--- src/rtl/alu_4bit.sv ---
// Registered 4-bit ALU: eight logic/arithmetic operations with zero, carry and overflow flags.
// Result and flags are captured one clock after a valid operand set is presented.
module alu_4bit (
    input  logic       clk,
    input  logic       reset,
    input  logic [3:0] A,
    input  logic [3:0] B,
    input  logic [2:0] ALUControl,
    input  logic       in_valid,
    output logic [3:0] ALUResult,
    output logic       out_valid,
    output logic       zero,
    output logic       carry,
    output logic       overflow
);

    localparam logic [2:0] OP_AND  = 3'b000;
    localparam logic [2:0] OP_OR   = 3'b001;
    localparam logic [2:0] OP_ADD  = 3'b010;
    localparam logic [2:0] OP_SUB  = 3'b011;
    localparam logic [2:0] OP_XOR  = 3'b100;
    localparam logic [2:0] OP_NOR  = 3'b101;
    localparam logic [2:0] OP_NAND = 3'b110;
    localparam logic [2:0] OP_NOT  = 3'b111;

    logic       is_sub;
    logic       is_arith;
    logic [3:0] b_eff;
    logic [4:0] chain;
    logic [3:0] sum_bits;
    logic [3:0] and_bits;
    logic [3:0] or_bits;
    logic [3:0] xor_bits;

    logic [3:0] result_next;
    logic       zero_next;
    logic       carry_next;
    logic       overflow_next;

    logic [3:0] result_reg;
    logic       zero_reg;
    logic       carry_reg;
    logic       overflow_reg;
    logic       valid_reg;

    assign is_sub   = (ALUControl == OP_SUB);
    assign is_arith = (ALUControl == OP_ADD) || is_sub;

    // Subtraction reuses the adder as A + ~B + 1; the +1 enters as carry-in.
    assign b_eff    = is_sub ? ~B : B;
    assign chain[0] = is_sub;

    generate
        for (genvar gi = 0; gi < 4; gi++) begin : g_bit
            assign sum_bits[gi]  = A[gi] ^ b_eff[gi] ^ chain[gi];
            assign chain[gi+1]   = (A[gi] & b_eff[gi]) | (A[gi] & chain[gi]) | (b_eff[gi] & chain[gi]);
            assign and_bits[gi]  = A[gi] & B[gi];
            assign or_bits[gi]   = A[gi] | B[gi];
            assign xor_bits[gi]  = A[gi] ^ B[gi];
        end
    endgenerate

    always_comb begin
        result_next = 4'b0000;
        case (ALUControl)
            OP_AND:  result_next = and_bits;
            OP_OR:   result_next = or_bits;
            OP_ADD:  result_next = sum_bits;
            OP_SUB:  result_next = sum_bits;
            OP_XOR:  result_next = xor_bits;
            OP_NOR:  result_next = ~or_bits;
            OP_NAND: result_next = ~and_bits;
            OP_NOT:  result_next = ~A;
            default: result_next = 4'b0000;
        endcase
    end

    always_comb begin
        overflow_next = 1'b0;
        if (ALUControl == OP_ADD) begin
            overflow_next = (A[3] == B[3]) && (sum_bits[3] != A[3]);
        end else if (is_sub) begin
            overflow_next = (A[3] != B[3]) && (sum_bits[3] != A[3]);
        end
    end

    // For SUB the carry-out is the no-borrow indication (A >= B unsigned).
    assign carry_next = is_arith ? chain[4] : 1'b0;
    assign zero_next  = (result_next == 4'b0000);

    always_ff @(posedge clk) begin
        if (reset) begin
            result_reg   <= 4'b0000;
            zero_reg     <= 1'b1;
            carry_reg    <= 1'b0;
            overflow_reg <= 1'b0;
            valid_reg    <= 1'b0;
        end else begin
            valid_reg <= in_valid;
            if (in_valid) begin
                result_reg   <= result_next;
                zero_reg     <= zero_next;
                carry_reg    <= carry_next;
                overflow_reg <= overflow_next;
            end
        end
    end

    assign ALUResult = result_reg;
    assign zero      = zero_reg;
    assign carry     = carry_reg;
    assign overflow  = overflow_reg;
    assign out_valid = valid_reg;

endmodule

--- config.mk ---
export PLATFORM = sky130hd
export DESIGN_NAME = alu_4bit
export DESIGN_NICKNAME = d
export VERILOG_FILES = /design/src/rtl/alu_4bit.sv
export SDC_FILE = /design/constraint.sdc
export NUM_CORES = 1
export LEC_CHECK = 0
export ABC_AREA = 1
export CAP_MARGIN = 10
export CORE_ASPECT_RATIO = 0.7
export CORE_MARGIN = 2
export CORE_UTILIZATION = 35
export DETAILED_ROUTE_END_ITERATION = 10
export SLEW_MARGIN = 20
export SYNTH_ARGS = -nofsm -noshare
export SYNTH_HDL_FRONTEND = slang
export SYNTH_SLANG_ARGS = --single-unit
--- constraint.sdc ---
create_clock -name clk -period 4.8 [get_ports clk]
set_clock_uncertainty 0.1 [all_clocks]
set_input_delay 0.72 -clock clk [delete_from_list [all_inputs] [get_ports clk]]
set_output_delay 0.72 -clock clk [all_outputs]
set_load 0.005 [all_outputs]
[Yosys cells after proc, flatten, opt, wreduce, memory -nomap -nowiden]
Index checks and enable logic that the tools add are counted.
Word-level totals
  bits in registers: 8
  latch bits: 0
  RAM bits: 0
  bits in read-only memories: 0
  input bits: 14
  output and inout bits: 8
  memories kept: 0
Operators by class
  $add $sub $neg: 0
  multipliers: 0
  divide/modulo/power cells: 0
  $lt $le $gt $ge: 0
  equality and inequality tests: 10
  shift-type cells: 0
  mux-type cells: 5
  bitwise operators: 44
  reductions and logical operators: 6
Operator list (count)
  $pmux W4 S7: 1
  $and A1 B1 Y1: 16
  $not A4 Y4: 4
  $eq A3 B3 Y1 const B: 4
  $or A1 B1 Y1: 12
  $xor A1 B1 Y1: 12
  $eq A3 B2 Y1 const B: 2
  $logic_not A4 Y1: 1
  $mux W4: 1
  $eq A3 B1 Y1 const B: 1
  $logic_not A3 Y1: 1
  $mux W1: 3
  $logic_and A1 B1 Y1: 2
  $ne A1 B1 Y1: 2
  $reduce_or A2 Y1: 1
  $eq A1 B1 Y1: 1
  $logic_or A1 B1 Y1: 1

[Longest topological paths before layout]
Gate-level depths: netlist of run 1.
  depth in word-level cells: 16
  gate-level depth with buffers: 13

[Least setup slack after synthesis of run 1]
Ideal clock, no wire load.
  path type: input-to-reg
  from: input ALUControl[1]
  to: register result_reg[3] (netlist: ALUResult[3])
  data arrival time: 2.967 ns
  required time: 4.585 ns
  setup slack: 1.618 ns
  cell stages on the path: 11
  path buffers: 1
  cells stage by stage: buf_4 -> nand2_2 -> nor2_1 -> xor2_1 -> fa_1 -> fa_1 -> fa_1 -> a21oi_1 -> nand3_1 -> o21ai_0 -> inv_1
On the way
  longest elaborated chain between the ends: 13
  elaborated cells between the ends (all ways): 28
  classes of those cells: 7 x eq/ne; 2 x mux; 17 x bitwise; 2 x reduce/logical
Ends and longest elaborated chain
  start, declared: line 8  | input logic [2:0] ALUControl,
  $eq A3 B2 Y1: line 46, 65
  $mux W4: line 50  | assign b_eff = is_sub ? ~B : B;
  $and A1 B1 Y1: line 56  | assign chain[gi+1] = (A[gi] & b_eff[gi]) | (A[gi] & chain[gi]) | (b_eff[gi] & chain[gi]);
  $or A1 B1 Y1 (2 in a row): line 56
  $and A1 B1 Y1: line 56
  $or A1 B1 Y1 (2 in a row): line 56
  $and A1 B1 Y1: line 56
  $or A1 B1 Y1 (2 in a row): line 56
  $xor A1 B1 Y1: line 55  | assign sum_bits[gi] = A[gi] ^ b_eff[gi] ^ chain[gi];
  $pmux W4 S7 *: line 65  | case (ALUControl)
  end signal, assigned: line 101  | result_reg <= result_next;
  end, declared: line 40  | logic [3:0] result_reg;
Every way passes the cells marked *; elsewhere a longest branch is shown, timed or not.
A chain may end at the register's enable or synchronous reset.

[Worst setup path in the final report of run 1]
  from: input ALUControl[2]
  to: register zero_reg (netlist: zero)
On the way
  longest elaborated chain between the ends: 14
  elaborated cells between the ends (all ways): 35
  classes of those cells: 7 x eq/ne; 2 x mux; 23 x bitwise; 3 x reduce/logical
Ends and longest elaborated chain
  $eq A3 B2 Y1: line 46, 65
  $mux W4: line 50
  $and A1 B1 Y1: line 56
  $or A1 B1 Y1 (2 in a row): line 56
  $and A1 B1 Y1: line 56
  $or A1 B1 Y1 (2 in a row): line 56
  $and A1 B1 Y1: line 56
  $or A1 B1 Y1 (2 in a row): line 56
  $xor A1 B1 Y1: line 55
  $pmux W4 S7 *: line 65
  $logic_not A4 Y1 *: line 89  | assign zero_next = (result_next == 4'b0000);
  end signal, assigned: line 102  | zero_reg <= zero_next;
  end, declared: line 41  | logic zero_reg;
Marked as above.

==> metrics.md, run 1 <==
| Metric | Value |
|---|---|
| Outcome | complete, no violations |
| Core area | 2170 um2 |
| Unique cell type count in the Yosys netlist | 20 |
| Min Tclk post-route | 3810 ps |
| Die Ht | 44.3 um |
| Post-synthesis register bit count | 8 |
| Largest net degree at the start of global routing | 15 |
| Clk root buf | clkbuf_4 |
| Width of the die | 61.6 um |
| Area Growth Syn to Fin | 29.7% |
| Antenna cells | 0 |
| Worst R2R Setup Slack | 4020 ps |
| Maxcap violations | 0 |
| All-Layer GR Usage | 17.0% |
| Initial core utilization | 37.4% |
| Overall power | 202 uW |
| Postcts setup bufs | 0 |
| Peak supply drop | 113 uV |
| Worst Hold End | ALUResult[0] |
| Antenna Nets Post-Route | 0 |
| Sw frac | 32.4% |
| Setup TNS | 0 ps |
| Yosys top cell area share | 19.7% |
| Clock share of power | 25.3% |
| Fmax | 263 MHz |
| GPL Wtd Cong | 0.824 |
| Final hold violations | 0 |
| IO Pins | 22 |
| TritonCTS Buffers | 3 |
| Initial antenna violation count | 0 |
| Final period util | 79.3% |
| Bufs on Longest Clock Path | 2 |
| Hold_sp | ALUResult[0] |
| Hold_buf cts | 0 |
| Capturing point of the worst reg2reg path | ALUResult[3] |
| Nets | 168 |
| Port Buffers | 21 |
| CTS tree | built |
| Mapped cell area | 813 um2 |
| Seq pwr share | 36.5% |
| Final core utilization | 48.6% |
| Psw | 65.7 uW |
| Number of flip-flops in the largest register | 4 |
| PostCTS Resize Cnt | 0 |
| RSZ-0062 raised after global routing | no |
| Synth Area per Inst | 6.72 um2 |
| Total grt overflow | 0 |
| Vias in the first global route | 781 |
| Rows | 14 |
| Vias per cell | 4.91 |
| Slew Limit Fails | 0 |
| Arrival @ worst endpoint | 3910 ps |
| Clk_lat worst skew | 250 ps |
| Setup crit end kind | flip-flop |
| Leading area contributor after synthesis | dfxtp_1 |
| Min-Delay Path Class | flip-flop to flip-flop |
| Reg clk slew, reported paths | 50 ps |
| First-pass GRT wire length | 3410 um |
| WHS Path Cells | 2 |
| # setup viols final | 0 |
| Leak | 0.000504 uW |
| Layout cells sized above 1 | 6.38% |
| Slew @ Worst Pin | 493 ps |
| Synth area leaders | dfxtp_1 20%, ha_1 12%, nor2_1 9.7%, inv_1 9.2%, o21ai_0 8.0% |
| Routed wire length per instance | 11.6 um |
| Detailed Place HPWL | 1690 um |
| Syn Inst Count | 121 |
| Power Density | 192 nW/um2 |
| Startpoint class of the critical path | input pin |
| Mapped Nets | 146 |
| Worst endpoint required time | 4900 ps |
| Initial drt markers | 73 |
| WS Path Type | input pin to flip-flop |
| Drt drc | 0 |
| Post-Route WL | 2000 um |
| Worst R2R Path Depth | 4 |
| Via count | 850 |
| Cell Int Power | 137 uW |
| Synth warn | 0 |
| RR Startpoint | ALUResult[3] |
| Slew HR | 67.0% |
| Register area share after synthesis | 19.7% |
| Logic pwr share | 38.2% |
| H-tree levels | 1 |
| Die area | 2730 um2 |
| First-pass DRT Iterations | 4 |
| Crit-path max FO | 14 |
| CTS sink cnt | 8 |
[worst max-delay path by stage]
| stage | from | endpoint | slack [ps] |
|---|---|---|---|
| finish | ALUControl[2] | zero | 990 |
| global route | ALUControl[2] | ALUResult[3] | 780 |
| CTS | ALUControl[2] | zero | 990 |
| detailed placement | ALUControl[2] | zero | 720 |
| global placement | ALUControl[2] | ALUResult[3] | 860 |
| floorplan | ALUControl[1] | ALUResult[3] | 1620 |
[synthesized netlist by cell type]
master    count
inv_2         3
inv_1        20
dfxtp_1       8
nand2_1      10
buf_4         2
ha_1          8
o21ai_0      13
o211ai_1      2
nor2_1       21
a21oi_1       5
a22oi_1       1
clkbuf_2      1
xor2_1        3
buf_6         1
nand3_2       1
nand4_1       7
fa_1          3
nor3_2        1
nand3_1      10
nand2_2       1
[power by group through the flow]
stage          logic, uW  clock network [uW]  registers [uW]
2_1_floorplan       43.8                   0            75.5
3_3_place_gp        77.0                   0            75.1
3_5_place_dp        76.9                   0            75.1
4_1_cts             77.7                53.0            73.8
5_1_grt             87.2                60.2            74.3
6_report            77.3                51.1            73.9
[metrics by stage]
step	std cells	hold slack (ps)	setup WS, ps	instance area, um2
3_3_place_gp	170	365	863	1030
3_5_place_dp	170	384	723	1030
4_1_cts	173	401	990	1050
5_1_grt	173	428	779	1050
2_1_floorplan	121	357	1620	813
6_report	173	396	992	1050
[worst max-delay path, stage by stage]
cell	delay [ps]
clkdlybuf4s50_1	660
inv_2	170
nand2_2	80
nor2_1	300
xor2_1	140
fa_1	430
fa_1	420
fa_1	500
a21oi_1	150
nand3_1	100
nor2_1	120
nand2_1	70
nand2_1	60
[kinds of logic after synthesis]
family / share of synthesized area [%]
simple gates: 29.1
buf+inv: 14.5
compound gates: 13.8
fa+ha+maj: 19.7
flops: 19.7
xor+xnor: 3.23
[cell type report]
| cell class | instances | area (um2) |
|---|---|---|
| well taps | 32 | 40.0 |
| fillers | 241 | 1120 |
| repair buffers | 21 | 210 |
| inverters | 23 | 86.3 |
| clock buffers | 3 | 22.5 |
| multi-input cells | 86 | 536 |
| flip-flops and latches | 8 | 160 |
[cells in the final DEF, fill, tap and decap left out]
cell              n
nand3_2           1
nand3_1          10
fa_1              3
nand4_1           7
o211ai_1          2
a22oi_1           1
o21ai_0          13
a21oi_1           5
dfxtp_1           8
nand2_2           1
inv_2             3
nor3_2            1
ha_1              8
clkdlybuf4s50_1  21
xor2_1            3
nor2_1           21
clkbuf_4          3
inv_1            20
nand2_1          10
[routing by layer]
layer | up-vias | wire length (um) | track usage, %
met5 | - | 0 | 0
met4 | 0 | 12 | 2.13
met3 | 4 | 91 | 5.26
met2 | 24 | 866 | 24.6
met1 | 390 | 1030 | 25.6
li1 | 432 | - | -
No activity file was read; power rests on OpenSTA's default activity.
==> inputs of run 2 (changes only) <==
==> constraint.sdc (replaced) <==
create_clock -name clk -period 3.5 [get_ports clk]
set_clock_uncertainty 0.1 [all_clocks]
set_input_delay 0.525 -clock clk [delete_from_list [all_inputs] [get_ports clk]]
set_output_delay 0.525 -clock clk [all_outputs]
set_load 0.005 [all_outputs]
==> run 2 against run 1 <==
Net effect: combinational power rose by 44%; highest routed layer is now met3; final cell count increased by 2.3%; sequential cell count stayed put; design area increased by 2.8%; critical endpoint is now ALUResult[3]; routed wire length up 4.2%; global-route usage rose by 0.43 points; sequential share of layout area down 0.42 points; clock-buffer cell count did not move; register-to-register slack got worse by 1300 ps.
==> metrics.md, run 2 (same netlist as run 1, synthesis figures left out) <==
| Metric | Value |
|---|---|
| Vias in the first global route | 810 (was 781) |
| CTS sink cnt | 8 (unchanged) |
| Worst endpoint required time | 3550 ps (was 4900 ps) |
| PostCTS Resize Cnt | 0 (unchanged) |
| Die area | 2730 um2 (unchanged) |
| Peak supply drop | 156 uV (was 113 uV) |
| RR Startpoint | ALUResult[3] (unchanged) |
| Reg clk slew, reported paths | 60 ps (was 50 ps) |
| # setup viols final | 0 (unchanged) |
| Arrival @ worst endpoint | 3210 ps (was 3910 ps) |
| Final core utilization | 49.9% (was 48.6%) |
| Final period util | 90.2% |
| Antenna cells | 0 (unchanged) |
| Port Buffers | 21 (unchanged) |
| Bufs on Longest Clock Path | 2 (unchanged) |
| Worst Hold End | zero (was ALUResult[0]) |
| CTS tree | built (unchanged) |
| RSZ-0062 raised after global routing | no (unchanged) |
| Antenna Nets Post-Route | 0 (unchanged) |
| Startpoint class of the critical path | input pin (unchanged) |
| Final Non-Filler Cells | 177 (was 173) |
| Worst R2R Path Depth | 4 (unchanged) |
| Postcts setup bufs | 0 (unchanged) |
| Initial antenna violation count | 0 (unchanged) |
| Final hold violations | 0 (unchanged) |
| Capturing point of the worst reg2reg path | ALUResult[3] (unchanged) |
| Outcome | complete, no violations (unchanged) |
| Vias per cell | 4.87 (was 4.91) |
| Crit-path max FO | 3 (was 14) |
| GPL Wtd Cong | 0.864 (was 0.824) |
| H-tree levels | 1 (unchanged) |
| Number of flip-flops in the largest register | 4 (unchanged) |
| WHS Path Cells | 2 (unchanged) |
| Min Tclk post-route | 3160 ps |
| Overall power | 283 uW (was 202 uW) |
| Commonest non-fill, non-tap cells in the layout | 21 x nor2_1, 21 x clkdlybuf4s50_1, 20 x inv_1 (unchanged) |
| Die Ht | 44.3 um (unchanged) |
| First-pass DRT Iterations | 4 (unchanged) |
| Maxcap violations | 0 (unchanged) |
| Worst R2R Setup Slack | 2680 ps (was 4020 ps) |
| Initial core utilization | 37.4% (unchanged) |
| Leak | 0.000523 uW (was 0.000504 uW) |
| Post-Route WL | 2080 um (was 2000 um) |
| Min-Delay Path Class | flip-flop to flip-flop (unchanged) |
| Setup TNS | 0 ps (unchanged) |
| Total grt overflow | 0 (unchanged) |
| Routed wire length per instance | 11.8 um (was 11.6 um) |
| Power Density | 261 nW/um2 (was 192 nW/um2) |
| Clk_lat worst skew | 250 ps (about the same) |
| Layout cells sized above 1 | 8.97% (was 6.38%) |
| WS Path Type | input pin to flip-flop (unchanged) |
| Nets | 172 (was 168) |
| Largest net degree at the start of global routing | 14 (was 15) |
| Clk root buf | clkbuf_4 (unchanged) |
| Width of the die | 61.6 um (unchanged) |
| Hold_buf cts | 0 (unchanged) |
| All-Layer GR Usage | 17.5% (was 17.0%) |
| Fmax | 317 MHz |
| Via count | 862 (was 850) |
| Initial drt markers | 64 (was 73) |
| TritonCTS Buffers | 3 (unchanged) |
| Detailed Place HPWL | 1710 um (was 1690 um) |
| Slew HR | 73.5% (was 67.0%) |
| Area Growth Syn to Fin | 33.4% (was 29.7%) |
| Setup crit end kind | flip-flop (unchanged) |
| Placed Cells | 174 (was 170) |
| IO Pins | 22 (unchanged) |
| Slew Limit Fails | 0 (unchanged) |
| Drt drc | 0 (unchanged) |
| Core area | 2170 um2 (unchanged) |
| Rows | 14 (unchanged) |
| First-pass GRT wire length | 3490 um (was 3410 um) |
| Slew @ Worst Pin | 396 ps (was 493 ps) |
| Hold_sp | zero (was ALUResult[0]) |
## run 2: area by class of cell
class | instances | area (um2)
multi-input combinational | 86 | 536
clock buffer | 3 | 22.5
inverter | 23 | 86.3
fill | 233 | 1090
sequential | 8 | 160
tap | 32 | 40.0
timing repair buffer | 25 | 240
## run 2: worst max-delay path by stage
stage	slack [ps]	endpoint	start	cells after the start
6_report	340	ALUResult[3]	ALUControl[2]	12
5_1_grt	140	ALUResult[3]	ALUControl[2]	12
4_1_cts	360	ALUResult[3]	ALUControl[2]	12
3_5_place_dp	100	ALUResult[3]	ALUControl[2]	12
3_3_place_gp	160	ALUResult[3]	ALUControl[2]	12
2_1_floorplan	510	ALUResult[3]	ALUControl[1]	11
## run 2: layer usage
metal	wire length [um]	vias to the layer above	share of wire [%]	global-route usage [%]
met3	117	0	5.6	5.26
met5	0	-	0	0
met4	0	0	0	1.28
met2	862	33	41	25.9
met1	1100	386	53	26.2
li1	-	443	-	-
## run 2: critical path, stage by stage
cell,delay [ps]
clkdlybuf4s50_1,440
inv_2,90
nand2_2,60
nor2_1,190
xor2_1,120
fa_1,420
fa_1,400
fa_1,490
a21oi_1,150
nand3_1,100
o21ai_0,170
inv_1,60
## run 2: power breakdown
part | internal [uW] | total [uW] | switching, uW
Sequential | 98.0 | 101 | 3.39
Clock | 39.3 | 71.4 | 32.2
Combinational | 53.1 | 111 | 57.4
## run 2: stage by stage
stage | cell area [um2] | hold slack, ps | worst slack, ps
finish | 1080 | 379 | 342
global route | 1080 | 412 | 137
detailed placement | 1060 | 360 | 97.6
CTS | 1080 | 374 | 361
global placement | 1060 | 367 | 164
floorplan | 813 | 357 | 513
==> inputs of run 3 (changes only) <==
--- a/config.mk
+++ b/config.mk
@@ -5,10 +5,10 @@
 export SDC_FILE = /design/constraint.sdc
 export NUM_CORES = 1
 export LEC_CHECK = 0
-export ABC_AREA = 1
+export ABC_AREA = 0
 export CAP_MARGIN = 10
 export CORE_ASPECT_RATIO = 0.7
-export CORE_MARGIN = 2
+export CORE_MARGIN = 5
 export CORE_UTILIZATION = 35
 export DETAILED_ROUTE_END_ITERATION = 10
 export SLEW_MARGIN = 20
==> run 3 against run 2 <==
Net effect: die area up 25%; sequential power hardly changed; clock-buffer cell count is the same; core utilization shrank 0.17 points; global-route usage decreased by 4.8 points; clock power fell by 0.7%; largest power group unchanged; sequential share of layout area down 0.068 points; final cell count down 15%; sequential cell count stayed put; total power is 2.6% higher; via count down 13%; design area rose by 0.46%.
==> metrics.md, run 3 <==
| Metric | Value |
|---|---|
| Slew @ Worst Pin | 400 ps (was 396 ps) |
| Psw | 91.6 uW (was 93.0 uW) |
| Power Density | 267 nW/um2 (was 261 nW/um2) |
| Layout cells sized above 1 | 12.6% (was 8.97%) |
| Clk_lat worst skew | 250 ps (about the same) |
| Postcts setup bufs | 0 (unchanged) |
| Seq pwr share | 34.5% (was 35.8%) |
| Maxcap violations | 0 (unchanged) |
| Initial core utilization | 37.2% (was 37.4%) |
| Final core utilization | 49.8% (was 49.9%) |
| Via count | 747 (was 862) |
| Rows | 14 (unchanged) |
| Filler Cell Count | 210 (was 233) |
| Detailed Place HPWL | 1580 um (was 1710 um) |
| Die area | 3410 um2 (was 2730 um2) |
| GR Util met2 | 19.5% (was 25.9%) |
| Crit-path max FO | 3 (unchanged) |
| Largest net degree at the start of global routing | 15 (was 14) |
| Nets | 146 (was 172) |
| IO Pins | 22 (unchanged) |
| Worst endpoint required time | 3560 ps (was 3550 ps) |
| EDFF count, synth | 0 (unchanged) |
| Yosys top cell area share | 19.7% (about the same) |
| Antenna cells | 0 (unchanged) |
| Number of flip-flops in the largest register | 4 (unchanged) |
| Vias per cell | 4.95 (was 4.87) |
| Register area share after synthesis | 19.7% (about the same) |
| Setup crit end kind | flip-flop (unchanged) |
| Arrival @ worst endpoint | 3320 ps (was 3210 ps) |
| Antenna Nets Post-Route | 0 (unchanged) |
| Logic pwr share | 41.1% (was 39.0%) |
| First-pass DRT Iterations | 4 (unchanged) |
| Syn Inst Count | 95 (was 121) |
| Total grt overflow | 0 (unchanged) |
| # setup viols final | 0 (unchanged) |
| CTS sink cnt | 8 (unchanged) |
| Initial antenna violation count | 0 (unchanged) |
| Finished Cell Area | 1090 um2 (was 1080 um2) |
| Vias in the first global route | 731 (was 810) |
| GPL Wtd Cong | 0.868 (was 0.864) |
| Clk root buf | clkbuf_4 (unchanged) |
| Drt drc | 0 (unchanged) |
| Synth warn | 0 (unchanged) |
| Width of the die | 67.7 um (was 61.6 um) |
| Final hold violations | 0 (unchanged) |
| Min-Delay Path Class | flip-flop to flip-flop (unchanged) |
| Mapped Nets | 120 (was 146) |
| Outcome | complete, no violations (unchanged) |
| Worst R2R Setup Slack | 2700 ps (was 2680 ps) |
| Post-Route WL | 1950 um (was 2080 um) |
| Cell Int Power | 199 uW (was 190 uW) |
| Hold_buf cts | 0 (unchanged) |
| Area post-placement | 1070 um2 (was 1060 um2) |
| Post-synthesis register bit count | 8 (unchanged) |
| Peak supply drop | 178 uV (was 156 uV) |
| TritonCTS Buffers | 3 (unchanged) |
| Initial drt markers | 73 (was 64) |
| Final period util | 93.1% (was 90.2%) |
| Met1 track demand over resource | 16.4% (was 26.2%) |
| Synth Area per Inst | 8.57 um2 (was 6.72 um2) |
| Count leader, synth | inv_1 (was nor2_1) |
| Unique cell type count in the Yosys netlist | 38 (was 20) |
| Port Buffers | 21 (unchanged) |
| H-tree levels | 1 (unchanged) |
| Most used DFF post-synth | dfxtp_1 (unchanged) |
| PostCTS Resize Cnt | 0 (unchanged) |
| Bufs on Longest Clock Path | 2 (unchanged) |
| First-pass GRT wire length | 3320 um (was 3490 um) |
| Leading area contributor after synthesis | dfxtp_1 (unchanged) |
| Mapped cell area | 815 um2 (was 813 um2) |
| Global routing's busiest layer | met2 (was met1) |
| Fmax | 307 MHz (was 317 MHz) |
| RSZ-0062 raised after global routing | no (unchanged) |
| Overall power | 291 uW (was 283 uW) |
| Slew Limit Fails | 0 (unchanged) |
| Commonest non-fill, non-tap cell in the layout | clkdlybuf4s50_1 |
| Async S/R FF share, synth | 0% (unchanged) |
| Startpoint class of the critical path | input pin (unchanged) |
| Sw frac | 31.5% (was 32.8%) |
| WS Path Type | input pin to flip-flop (unchanged) |
| All-Layer GR Usage | 12.7% (was 17.5%) |
| Synth area leaders | dfxtp_1 20%, ha_1 12%, fa_1 7.4%, inv_1 6.0%, mux2i_1 4.9% (was dfxtp_1 20%, ha_1 12%, nor2_1 9.7%, inv_1 9.2%, o21ai_0 8.0%) |
| Min Tclk post-route | 3260 ps (was 3160 ps) |
| CTS tree | built (unchanged) |
| Leak | 0.000486 uW (was 0.000523 uW) |
| Commonest non-fill, non-tap cells in the layout | 21 x clkdlybuf4s50_1, 13 x inv_1, 9 x nand2_1 (was 21 x nor2_1, 21 x clkdlybuf4s50_1, 20 x inv_1) |
| Reg clk slew, reported paths | 50 ps (was 60 ps) |
| Slew HR | 73.2% (was 73.5%) |
| Routed wire length per instance | 12.9 um (was 11.8 um) |
| Most frequent cells after synthesis | 13 x inv_1, 9 x nand2_1, 8 x dfxtp_1, 8 x ha_1, 7 x nor2_1 (was 21 x nor2_1, 20 x inv_1, 13 x o21ai_0) |
| Clock share of power | 24.4% (was 25.2%) |
| Area Growth Syn to Fin | 33.8% (was 33.4%) |
| Met3 usage | 4.24% (was 5.26%) |
| Core area | 2190 um2 (was 2170 um2) |
| Die Ht | 50.4 um (was 44.3 um) |
run 3: cell types whose count changed in the layout (fill, tap and decap cells not counted), moves of 3 or more:
cell / before / now
nand3_1: 10 / 1
o21ai_0: 13 / 1
inv_2: 3 / 0
nand4_1: 7 / 1
mux2i_1: 0 / 4
nor2_1: 21 / 7
inv_1: 20 / 13
xnor2_1: 0 / 4
run 3: logic make-up after synthesis:
kind of cell / after synthesis / share of synthesized area (%)
DFF: 8 / 19.7
AOI/OAI and AO/OA: 22 / 20.9
muxes: 6 / 9.06
and+or+nand+nor: 23 / 12.9
xor gates and xnor gates: 7 / 7.53
buffers and inverters: 18 / 10.3
adders and majority gates: 11 / 19.7
run 3: final timing paths:
kind                      start      endpoint  depth (start not counted)
setup / recovery  ALUControl[1]  ALUResult[3]                         11
hold / removal            carry         carry                          2
setup reg to reg   ALUResult[2]  ALUResult[2]                          3
hold reg to reg           carry         carry                          2
run 3: cell type report:
class,count,area [um2],share of cell area (%)
multi-input cells,69,571,52.4
repair buffers,26,248,22.7
well taps,32,40.0,3.67
flip-flops and latches,8,160,14.7
inverters,13,48.8,4.48
clock buffers,3,22.5,2.07
run 3: worst max-delay path, stage by stage:
cell             delay (ps)
clkdlybuf4s50_1         470
nor2b_1                 180
nand2_1                 140
xnor2_1                 180
fa_1                    410
fa_1                    380
fa_1                    540
nand2_1                  60
nand2_1                  80
o22ai_2                  80
a211oi_1                260
run 3: metrics by stage:
step | hold WS (ps) | TNS (ps) | std cells | setup slack [ps]
floorplan | 351 | 0 | 95 | 417
global placement | 364 | 0 | 148 | 73.2
detailed placement | 362 | -1.24 | 148 | -1.24
CTS | 372 | 0 | 151 | 233
global route | 399 | 0 | 151 | 133
finish | 370 | 0 | 151 | 242
run 3: routing by layer:
metal | up-vias | share of wire, %
li1 | 376 | -
met2 | 20 | 45
met4 | 0 | 1.4
met3 | 2 | 6.5
met5 | - | 0
met1 | 349 | 47
run 3: power groups by stage:
stage	Clock (uW)	Combinational (uW)	Sequential, uW
5_1_grt	79.3	132	101
2_1_floorplan	0	70.9	103
3_3_place_gp	0	116	102
6_report	70.9	120	100
4_1_cts	72.6	121	100
3_5_place_dp	0	120	102
